--- src/rtl/fifo_burst_reader.sv ---
// rtl/fifo_burst_reader.sv - pops a fixed-length burst from a FIFO onto a valid/ready stream
//
// Optional feature macro: FIFO_READER_TIMEOUT_EN (starvation timeout, reported on timeout_err)
//
// Ports:
//   clk, rst                          clock; asynchronous active-low reset
//   start, burst_len                  burst request (sampled only in IDLE) and word count
//   busy, done, timeout_err           burst status; done is a one-cycle pulse
//   fifo_empty, fifo_pop, fifo_rdata  FIFO read side; rdata is valid the cycle after the pop edge
//   m_data, m_valid, m_ready, m_last  output stream; m_last marks the final word of the burst
//   words_sent                        stream handshakes in the current/last burst
module fifo_burst_reader #(
   parameter int DATA_SIZE      = 8,
   parameter int MAX_BURST      = 16,
   parameter int LEN_W          = $clog2(MAX_BURST + 1),
   parameter int TIMEOUT_CYCLES = 255
) (
   input  logic                 clk,
   input  logic                 rst,
   input  logic                 start,
   input  logic [LEN_W-1:0]     burst_len,
   output logic                 busy,
   output logic                 done,
   output logic                 timeout_err,
   input  logic                 fifo_empty,
   output logic                 fifo_pop,
   input  logic [DATA_SIZE-1:0] fifo_rdata,
   output logic [DATA_SIZE-1:0] m_data,
   output logic                 m_valid,
   input  logic                 m_ready,
   output logic                 m_last,
   output logic [LEN_W-1:0]     words_sent
);

   typedef enum logic [1:0] {S_IDLE, S_RUN, S_DRAIN, S_DONE} state_t;

   localparam logic [LEN_W-1:0] MAX_LEN = LEN_W'(MAX_BURST);

   state_t               state, state_nxt;
   logic [LEN_W-1:0]     len;
   logic [LEN_W-1:0]     issued;
   logic [LEN_W-1:0]     len_sel;
   logic                 inflight;
   logic [DATA_SIZE-1:0] buf_mem [2];
   logic                 rd_ptr, wr_ptr;
   logic [1:0]           buf_count;
   logic [1:0]           occ;
   logic                 hs;
   logic                 accept;
   logic                 to_hit;
   logic                 to_err;

   assign len_sel = (burst_len > MAX_LEN) ? MAX_LEN : burst_len;
   assign accept  = (state == S_IDLE) && start;
   assign hs      = (buf_count != 2'd0) && m_ready;

`ifdef FIFO_READER_TIMEOUT_EN
   localparam int TW = $clog2(TIMEOUT_CYCLES + 1);

   logic [TW-1:0] to_cnt;
   logic          starving;

   assign starving = (state == S_RUN) && (issued < len) && fifo_empty;
   assign to_hit   = starving && (to_cnt == TW'(TIMEOUT_CYCLES - 1));

   always_ff @(posedge clk or negedge rst) begin
      if (!rst) begin
         to_cnt <= '0;
         to_err <= 1'b0;
      end else if (accept) begin
         to_cnt <= '0;
         to_err <= 1'b0;
      end else if (fifo_pop) begin
         to_cnt <= '0;
      end else if (to_hit) begin
         to_cnt <= '0;
         to_err <= 1'b1;
      end else if (starving) begin
         to_cnt <= to_cnt + TW'(1);
      end
   end
`else
   // No counter in this build: never true, the comparison only keeps the limit referenced.
   assign to_hit = (TIMEOUT_CYCLES < 0);
   assign to_err = 1'b0;
`endif

   assign timeout_err = to_err;

   // State register
   always_ff @(posedge clk or negedge rst) begin
      if (!rst) state <= S_IDLE;
      else      state <= state_nxt;
   end

   // Next-state logic
   always_comb begin
      state_nxt = state;
      case (state)
         S_IDLE: begin
            if (start) state_nxt = (len_sel == '0) ? S_DONE : S_RUN;
         end
         S_RUN: begin
            if (to_hit)
               state_nxt = S_DRAIN;
            else if (fifo_pop && (issued + LEN_W'(1) == len))
               state_nxt = S_DRAIN;
         end
         S_DRAIN: begin
            // Leave on the cycle of the final handshake so done follows it directly.
            if (to_err) begin
               if ((buf_count == {1'b0, hs}) && !inflight) state_nxt = S_DONE;
            end else if (words_sent + LEN_W'(hs) == len) begin
               state_nxt = S_DONE;
            end
         end
         S_DONE:  state_nxt = S_IDLE;
         default: state_nxt = S_IDLE;
      endcase
   end

   // Outputs
   always_comb begin
      busy    = (state != S_IDLE);
      done    = (state == S_DONE);
      m_valid = (buf_count != 2'd0);
      m_data  = buf_mem[rd_ptr];
      m_last  = m_valid && (words_sent == len - LEN_W'(1)) && !to_err;
      // Credit = buffered + in-flight words, less the one leaving this cycle; counting the
      // departing word keeps one pop per cycle when the sink is ready, and a stalled sink
      // still caps occupancy at two.
      occ      = buf_count + {1'b0, inflight} - {1'b0, hs};
      fifo_pop = (state == S_RUN) && !fifo_empty && (issued < len) && (occ < 2'd2);
   end

   // Datapath: burst counters and the 2-entry output buffer
   always_ff @(posedge clk or negedge rst) begin
      if (!rst) begin
         len        <= '0;
         issued     <= '0;
         words_sent <= '0;
         inflight   <= 1'b0;
         buf_mem[0] <= '0;
         buf_mem[1] <= '0;
         rd_ptr     <= 1'b0;
         wr_ptr     <= 1'b0;
         buf_count  <= 2'd0;
      end else begin
         inflight <= fifo_pop;
         if (inflight) begin
            buf_mem[wr_ptr] <= fifo_rdata;
            wr_ptr          <= ~wr_ptr;
         end
         if (hs) rd_ptr <= ~rd_ptr;
         buf_count <= buf_count + {1'b0, inflight} - {1'b0, hs};
         if (accept) begin
            len        <= len_sel;
            issued     <= '0;
            words_sent <= '0;
         end else begin
            if (fifo_pop) issued <= issued + LEN_W'(1);
            if (hs)       words_sent <= words_sent + LEN_W'(1);
         end
      end
   end

endmodule
--- config.mk ---
export PLATFORM = sky130hd
export DESIGN_NAME = fifo_burst_reader
export DESIGN_NICKNAME = d
export VERILOG_FILES = /design/src/rtl/fifo_burst_reader.sv
export SDC_FILE = /design/constraint.sdc
export NUM_CORES = 1
export LEC_CHECK = 0
export CAP_MARGIN = 10
export CORE_AREA = 4 4 91 93
export CTS_CLUSTER_SIZE = 12
export DETAILED_ROUTE_END_ITERATION = 12
export DIE_AREA = 0 0 95 97
export MAX_ROUTING_LAYER = met4
export SLEW_MARGIN = 20
export SYNTH_ARGS = -nofsm -noshare
export SYNTH_HDL_FRONTEND = slang
export SYNTH_SLANG_ARGS = --single-unit
--- constraint.sdc ---
create_clock -name clk -period 4.15 [get_ports clk]
set_clock_uncertainty 0.05 [all_clocks]
set_input_delay 0.415 -clock clk [delete_from_list [all_inputs] [get_ports clk]]
set_output_delay 0.415 -clock clk [all_outputs]
set_load 0.02 [all_outputs]
---- After elaboration in Yosys (flattened, before gate mapping) ----
Cells that the tools add are included.
word-level totals
  register bits ........................... 38
  logic and storage cells ................. 67
cells by class
  $add $sub $neg .......................... 6
  $lt $le $gt $ge ......................... 6
  equality and inequality tests ........... 9
  mux-type cells .......................... 16
  bitwise gates (word level) .............. 4
  reductions and logical operators ........ 16
operators by type and width
  operator             number
  $mux 8               4
  $mux 5               5
  $bwmux 16            1
  $eq 5x5->1           3
  $add 5x1->5 const B  2
  $demux 8 s1          1
  $logic_and 1x1->1    8
  $mux 2               4
  $pmux 2 s4           1
  $reduce_bool 2->1    4
  $ne 2x2->1 const B   3
  $add 5x1->5          1
  $gt 5x5->1 const B   1
  $logic_not 5->1      1
  $lt 5x5->1           1
  $sub 5x1->5 const B  1
  $eq 2x2->1 const B   2
  $ge 2x2->1 const B   2
  $not 1->2            2
  $reduce_and 3->1     1
  $add 2x1->2          1
  $eq 2x1->1 const B   1
  $logic_not 2->1      1
  $lt 2x1->1 const B   1
  4 further kinds      5

---- Depth between registers and ports, before layout ----
Gate-level depths: netlist (run 1).
  word-level depth ........................ 8
  mapped depth ............................ 13
  mapped depth without buffers ............ 12

---- Least setup slack after synthesis (run 1) ----
OpenSTA, ideal clock, no wires.
  path type ............................... reg2reg
  from .................................... reg buf_count[1]
  to ...................................... reg state[0]
  arrival time ............................ 2,726 ps
  data required time ...................... 4,013 ps
  setup slack ............................. 1,286 ps
  stages on the path, launching flop included .. 13
  buffers on the path ..................... 1
  clock period less this slack ............ 2,864 ps
  path through ............................ dfrtp_1 > or2_2 > and2_1 > clkbuf_1 > ha_1 > inv_1 > ha_1 > xnor2_1 > xnor2_1 > nand4b_4 > o41ai_2 > nand2_1 > a22oi_1
on the way
  longest elaborated chain between the ends .. 8
  elaborated cells on any way between the ends .. 12
  those cells by class .................... 3 x add/sub; 1 x order compare; 3 x eq/ne; 5 x reduce/logical
RTL lines
  item                               line  text
  start, declared                    46    logic [1:0] buf_count;
  start signal, assigned             155   buf_count <= buf_count + {1'b0, inflight} - {1'b0, hs};
  $reduce_bool 2->1                  --
  via m_valid                        29    output logic m_valid,
  $logic_and 1x1->1                  55    assign hs = (buf_count != 2'd0) && m_ready;
  $sub 2x1->2                        132   occ = buf_count + {1'b0, inflight} - {1'b0, hs};
  via occ[1]                         47    logic [1:0] occ;
  $lt 2x2->1                         133   fifo_pop = (state == S_RUN) && !fifo_empty && (issued < len) && (occ < 2'd2);
  $logic_and 1x1->1                  133
  $logic_and 1x1->1                  106   else if (fifo_pop && (issued + LEN_W'(1) == len))
  $ne 2x2->1 (no source line)        --
  $reduce_and 3->1 (no source line)  --
  end signal, assigned               93    else state <= state_nxt;
  end, declared                      39    state_t state, state_nxt;
The timed path passes the listed nets, and every way through them passes these cells.
A chain may end at the register's enable or synchronous reset.

---- Worst setup path in the final report (run 1) ----
  from .................................... reg buf_count[1]
  to ...................................... out fifo_pop
on the way
  longest elaborated chain between the ends .. 5
  elaborated cells on any way between the ends .. 6
  those cells by class .................... 2 x add/sub; 1 x order compare; 3 x reduce/logical
RTL lines
  item                                                                 line  text
  parallel branches: the longest is 2 deep, another holds $add 2x1->2  --
  $sub 2x1->2 *                                                        132
  via occ[1]                                                           47
  $lt 2x2->1 *                                                         133
  $logic_and 1x1->1 *                                                  133
  end, declared                                                        26    output logic fifo_pop,
Mark *: on every way through the listed nets, which the timed path passes.

==> impl_metrics.ini, run 1 <==
[flow_run]
maxCapViolCount = 0

[synthesis]
synth_seq_cells = 38
synthCells = 201
postSynthAreaPerCell_um2 = 11.0
yosys_warnings = 0
synth_nets = 236
ys_seq_area_frac = 0.432
async_flop_share = 1.00
synth_flop_cell = dfrtp_1
synth.distinct_cells = 38
synth-edff-count = 0
synth.cell_area_um2 = 2200

[grt]
use_met3 = 0.0280
grt_pass1_vias = 1591
met1_usage = 0.137
grt_max_degree = 39
grt_usage = 0.104
busiest_layer = met2
grt_pass1_wl_mm = 7.57
grt_overflow_total = 0
met2_usage = 0.163
antenna_found_initial = 0

[timing]
post-route-period-util = 0.861
rsz0062_at_grt = no
final_max_slew_viol_count = 0
min_period_ps = 3570
hold_viol = 0
tns_ps = 0
tightest_slew_ps = 860
max_freq_mhz = 280
setup-violations-final = 0
relSlewSlack = 0.427

[detailed_routing]
drc = 0
post_drt_wl_per_cell_um = 13.3
drt_wl_total_mm = 4.52
num_vias = 1518
vias_per_cell = 4.46
ant_nets = 0
dr.pass1.iters = 4
drt_iter0_drc = 38

[outcome]
outcome = complete, no violations

[final_layout]
syn_to_final_growth_pct = 26.7
diodes = 0
drive_gt1_frac = 0.168
postLayoutCoreUtil = 0.371
fin_nets = 272
fillers = 774
multi_input_area_um2 = 1170
seq_area_um2 = 951

[clock_tree]
postCtsSetupBuffers = 0
clk_pin_slew_ps = 80
cts_buffers = 5
cts_tree = built
postCtsHoldBufs = 0
clock-root-buffer = clkbuf_8
clkLatencyLatePin_ps = 280
cts_resized = 0
clock_path_buffers = 2
cts_sinks = 38
htreeDepth = 2

[setup_path]
slowest_stage = clkdlybuf4s50_1
r2r-start = buf_count[1]
timing.rr.end = state[0]
crit_buf_inv = 4
crit_path_end_kind = output pin
crit_type = reg2out
path_max_fanout = 8
critPathRequiredTime_ps = 3680
crit_chain = or2_2 > and2_1 > buf_4 > ha_1 > inv_1 > ha_1 > xnor2_1 > xnor2_1 > nand4b_4 > inv_1 > clkdlybuf4s50_1
worstRegToRegCells = 12
cp_top_family = buffers and inverters
cp-start-kind = register
max_stage_delay_ps = 640
arrival_ps = 3110
regToRegSetupSlack_ps = 1220

[power_and_ir_drop]
p_comb_frac = 0.500
power.leakage_nw = 1.20
pwr-share-clk = 0.176
p_sw_mw = 0.807
sequentialPowerShare = 0.324
power.internal_mw = 1.33
p_sw_frac = 0.378
worst_ir_drop_vdd_uv = 314
p_per_area_nw_per_um2 = 766

[placed_design]
port_buffers = 35
place_congestion = 0.815
hpwl_mm = 3.41

[floorplan]
die_area_um2 = 9220
core_um2 = 7530
placementRows = 32
start_util = 0.293
dieHeight_um = 97
io-pin-count = 37
fp.dieW_um = 95

[hold_path]
min_path_type = in2async
worst register-to-register path: stages (launching register included):
cell	delay [ps]
dfrtp_1	390
or2_2	310
and2_1	160
buf_4	160
ha_1	280
inv_1	40
ha_1	170
xnor2_1	130
xnor2_1	140
nand4b_4	220
o41ai_2	440
nand2_1	150
a22oi_1	200
state kept, by name, summed over array words and instances, names as in the netlist:
name and count:
buf_count 2, buf_mem 16, inflight 1, issued 5, len 5, rd_ptr 1
state 2, words_sent 5, wr_ptr 1
cell type report:
cell class,instances,share of cell area
Sequential cell,38,0.341
Multi-Input combinational cell,142,0.419
Tap cell,102,0.0457
Clock inverter,3,0.0247
Inverter,14,0.0188
Clock buffer,5,0.0247
Timing Repair Buffer,36,0.126
layer usage:
layer,wire length [µm],vias to the layer above,part of all wire
met2,2120,28,0.47
met5,0,-,0
li1,-,761,-
met3,217,0,0.048
met1,2180,729,0.48
met4,0,0,0
per-stage QoR:
stage	power, mW	cells	hold WS, ps	area, µm²	worst slack, ps
5_1_grt	2.31	340	258	2790	398
6_report	2.14	340	187	2790	576
4_1_cts	2.17	340	224	2790	521
3_5_place_dp	1.78	332	434	2650	750
3_3_place_gp	1.76	332	427	2650	749
2_1_floorplan	1.42	201	69.4	2200	1290
Yosys cell counts (all sizes together) (2+ instances only):
library cell / instances / share of area
nor2b: 2 / 0.0057
o211ai: 2 / 0.0068
nand4: 2 / 0.0057
ha: 17 / 0.097
nand4b: 2 / 0.015
a21oi: 3 / 0.0068
nor2: 13 / 0.022
inv: 14 / 0.024
or2: 2 / 0.0057
xnor2: 13 / 0.052
a22oi: 2 / 0.0068
nand3b: 5 / 0.017
nand3: 4 / 0.011
dfrtp: 38 / 0.43
o21ai: 7 / 0.016
nor3: 2 / 0.0045
xor2: 13 / 0.052
clkbuf: 6 / 0.010
nand2: 12 / 0.020
mux2i: 2 / 0.0091
and2: 2 / 0.0057
mux2: 24 / 0.12
cells by family after synthesis:
logic type | Yosys count | synth area share
buf+inv | 21 | 0.0375
fa+ha+maj | 17 | 0.0966
xor+xnor | 26 | 0.103
flops | 38 | 0.432
mux | 26 | 0.132
compound gates | 24 | 0.0773
simple gates | 48 | 0.120
other cells | 1 | 0.00170
power groups by stage:
stage                     registers [mW]  logic [mW]  clock network, mW
after floorplan                    0.649       0.773                  0
after global placement             0.696        1.06                  0
after detailed placement           0.703        1.08                  0
after CTS                          0.695        1.09              0.391
after global routing               0.716        1.18              0.410
final                              0.692        1.07              0.376
cell usage in the layout, fill, tap and decap left out, types with 3 or more instances in the layout:
cell and instances:
nand3_1 3, inv_1 14, a21oi_1 3, nand3b_1 5, clkbuf_8 5, nand2_1 12
xnor2_1 13, mux2_2 24, ha_1 17, clkdlybuf4s50_1 34, o21ai_0 7, nor2_1 13
dfrtp_1 38, xor2_1 13
how the worst max path moves through the flow:
stage	start	endpoint	depth (start not counted)
floorplan	buf_count[1]	state[0]	12
global placement	m_ready	fifo_pop	11
detailed placement	m_ready	fifo_pop	11
CTS	buf_count[1]	fifo_pop	11
global route	buf_count[1]	fifo_pop	11
finish	buf_count[1]	fifo_pop	11
Power figures use the tool's default switching activity.
==> run 2, diff against run 1 <==
Settings changed: PLACE_DENSITY_LB_ADDON set to 0.15.
==> run 2 against run 1 <==
Against the previous run:
- register-to-register slack got worse by 40 ps
- worst hold slack about the same
- flip-flop and latch count unchanged
- die area unchanged
- combinational power about the same
- wire length increased by 2.3%
- setup slack got worse by 59 ps
- sequential power about the same
- cell count decreased by 0.29%
- non-clock buffer count decreased by 1
==> impl_metrics.ini, run 2 (synthesized netlist as in run 1, its figures left out) <==
[outcome]
outcome = complete, no violations

[floorplan]
placementRows = 32
fp.dieW_um = 95
io-pin-count = 37
core_um2 = 7530
die_area_um2 = 9220
start_util = 0.293
dieHeight_um = 97

[detailed_routing]
drt_wl_total_mm = 4.62
dr.pass1.iters = 4
num_vias = 1530
ant_nets = 0
vias_per_cell = 4.51
drt_iter0_drc = 54
drc = 0
post_drt_wl_per_cell_um = 13.6

[clock_tree]
cts_tree = built
clk_pin_slew_ps = 80
htreeDepth = 2
cts_buffers = 5
postCtsHoldBufs = 0
postCtsSetupBuffers = 0
clock_path_buffers = 2
clkLatencyLatePin_ps = 290
clock-root-buffer = clkbuf_8
cts_sinks = 38
cts_resized = 0

[placed_design]
place_inst = 331
place_area_um2 = 2650
place_congestion = 0.717
port_buffers = 35
hpwl_mm = 3.46

[setup_path]
cp-startpoint = buf_count[1]
crit_path_end_kind = output pin
r2r-start = buf_count[1]
arrival_ps = 3170
max_stage_delay_ps = 630
crit_end = fifo_pop
critPathRequiredTime_ps = 3680
path_max_fanout = 8
crit_chain = or2_2 > and2_1 > ha_1 > inv_1 > ha_1 > xnor2_1 > xnor2_1 > nand4b_4 > inv_1 > clkdlybuf4s50_1
timing.rr.end = state[0]
worstRegToRegCells = 11
cp.depth = 10
regToRegSetupSlack_ps = 1180
cp-start-kind = register
slowest_stage = clkdlybuf4s50_1
cp_top_family = buffers and inverters
crit_type = reg2out
crit_buf_inv = 3

[final_layout]
fin_nets = 271
instances_no_fill = 339
fillers = 787
diodes = 0
drive_gt1_frac = 0.165
layout_commonest_cell = dfrtp_1
syn_to_final_growth_pct = 24.4
largest_register_ffs = 16
mostFrequentLayoutCells = dfrtp_1, clkdlybuf4s50_1, mux2_2, ha_1, inv_1
top_register = buf_mem
fin_area_um2 = 2740

[grt]
antenna_found_initial = 0
grt_pass1_vias = 1623
busiest_layer = met2
grt_max_degree = 39
use_met3 = 0.0194
grt_pass1_wl_mm = 8.02
met2_usage = 0.172
grt_overflow_total = 0
met1_usage = 0.152
grt_usage = 0.114

[timing]
max_freq_mhz = 275
rsz0062_at_grt = no
post-route-period-util = 0.875
tns_ps = 0
tightest_slew_ps = 859
final_max_slew_viol_count = 0
hold_viol = 0
relSlewSlack = 0.427
min_period_ps = 3630
setup-violations-final = 0

[hold_path]
min_path_type = in2async

[flow_run]
maxCapViolCount = 0

[power_and_ir_drop]
worst_ir_drop_vdd_uv = 275
p_per_area_nw_per_um2 = 737
power.leakage_nw = 1.18
run 2: changes by cell type in the layout (fill, tap and decap cells not counted), sizes merged:
cell	previous run	this run
clkbuf	5	6
buf	2	1
clkinvlp	0	1
bufinv	2	0
run 2: worst min-delay path by stage:
stage | from | endpoint | slack, ps
floorplan | rst | buf_count[0] | 70
global placement | wr_ptr | wr_ptr | 430
detailed placement | wr_ptr | wr_ptr | 430
CTS | rst | buf_mem[7] | 230
global route | rst | words_sent[2] | 280
finish | rst | words_sent[0] | 190
run 2: area by class of cell:
cell class	count	area, µm²	share of cell area
Timing Repair Buffer	35	345	0.126
Multi-Input combinational cell	142	1170	0.426
Inverter	14	52.6	0.0192
Tap cell	102	128	0.0466
Clock inverter	2	12.5	0.00457
Sequential cell	38	951	0.347
Clock buffer	6	82.6	0.0301
run 2: worst reg2reg max path: stages, from the launching register on:
cell	delay, ps
dfrtp_1	390
or2_2	320
and2_1	280
ha_1	330
inv_1	40
ha_1	180
xnor2_1	130
xnor2_1	160
nand4b_4	230
o41ai_2	430
nand2_1	140
a22oi_1	200
run 2: per-layer routing:
layer  up-vias  part of all wire
li1        762                 -
met4         0             0.013
met1       744              0.49
met3         5             0.023
met2        19              0.47
met5         -                 0
run 2: power by group:
part | switching (mW) | internal, mW
registers | 0.159 | 0.530
logic | 0.510 | 0.555
clock network | 0.133 | 0.134
run 2: metrics by stage:
step	total power [mW]	utilization	hold WS, ps	setup slack, ps
after floorplan	1.42	-	69.4	1290
after global placement	1.77	0.351	427	709
after detailed placement	1.78	0.351	428	670
after CTS	2.06	0.364	232	480
after global routing	2.20	0.364	279	262
final	2.02	0.364	187	517
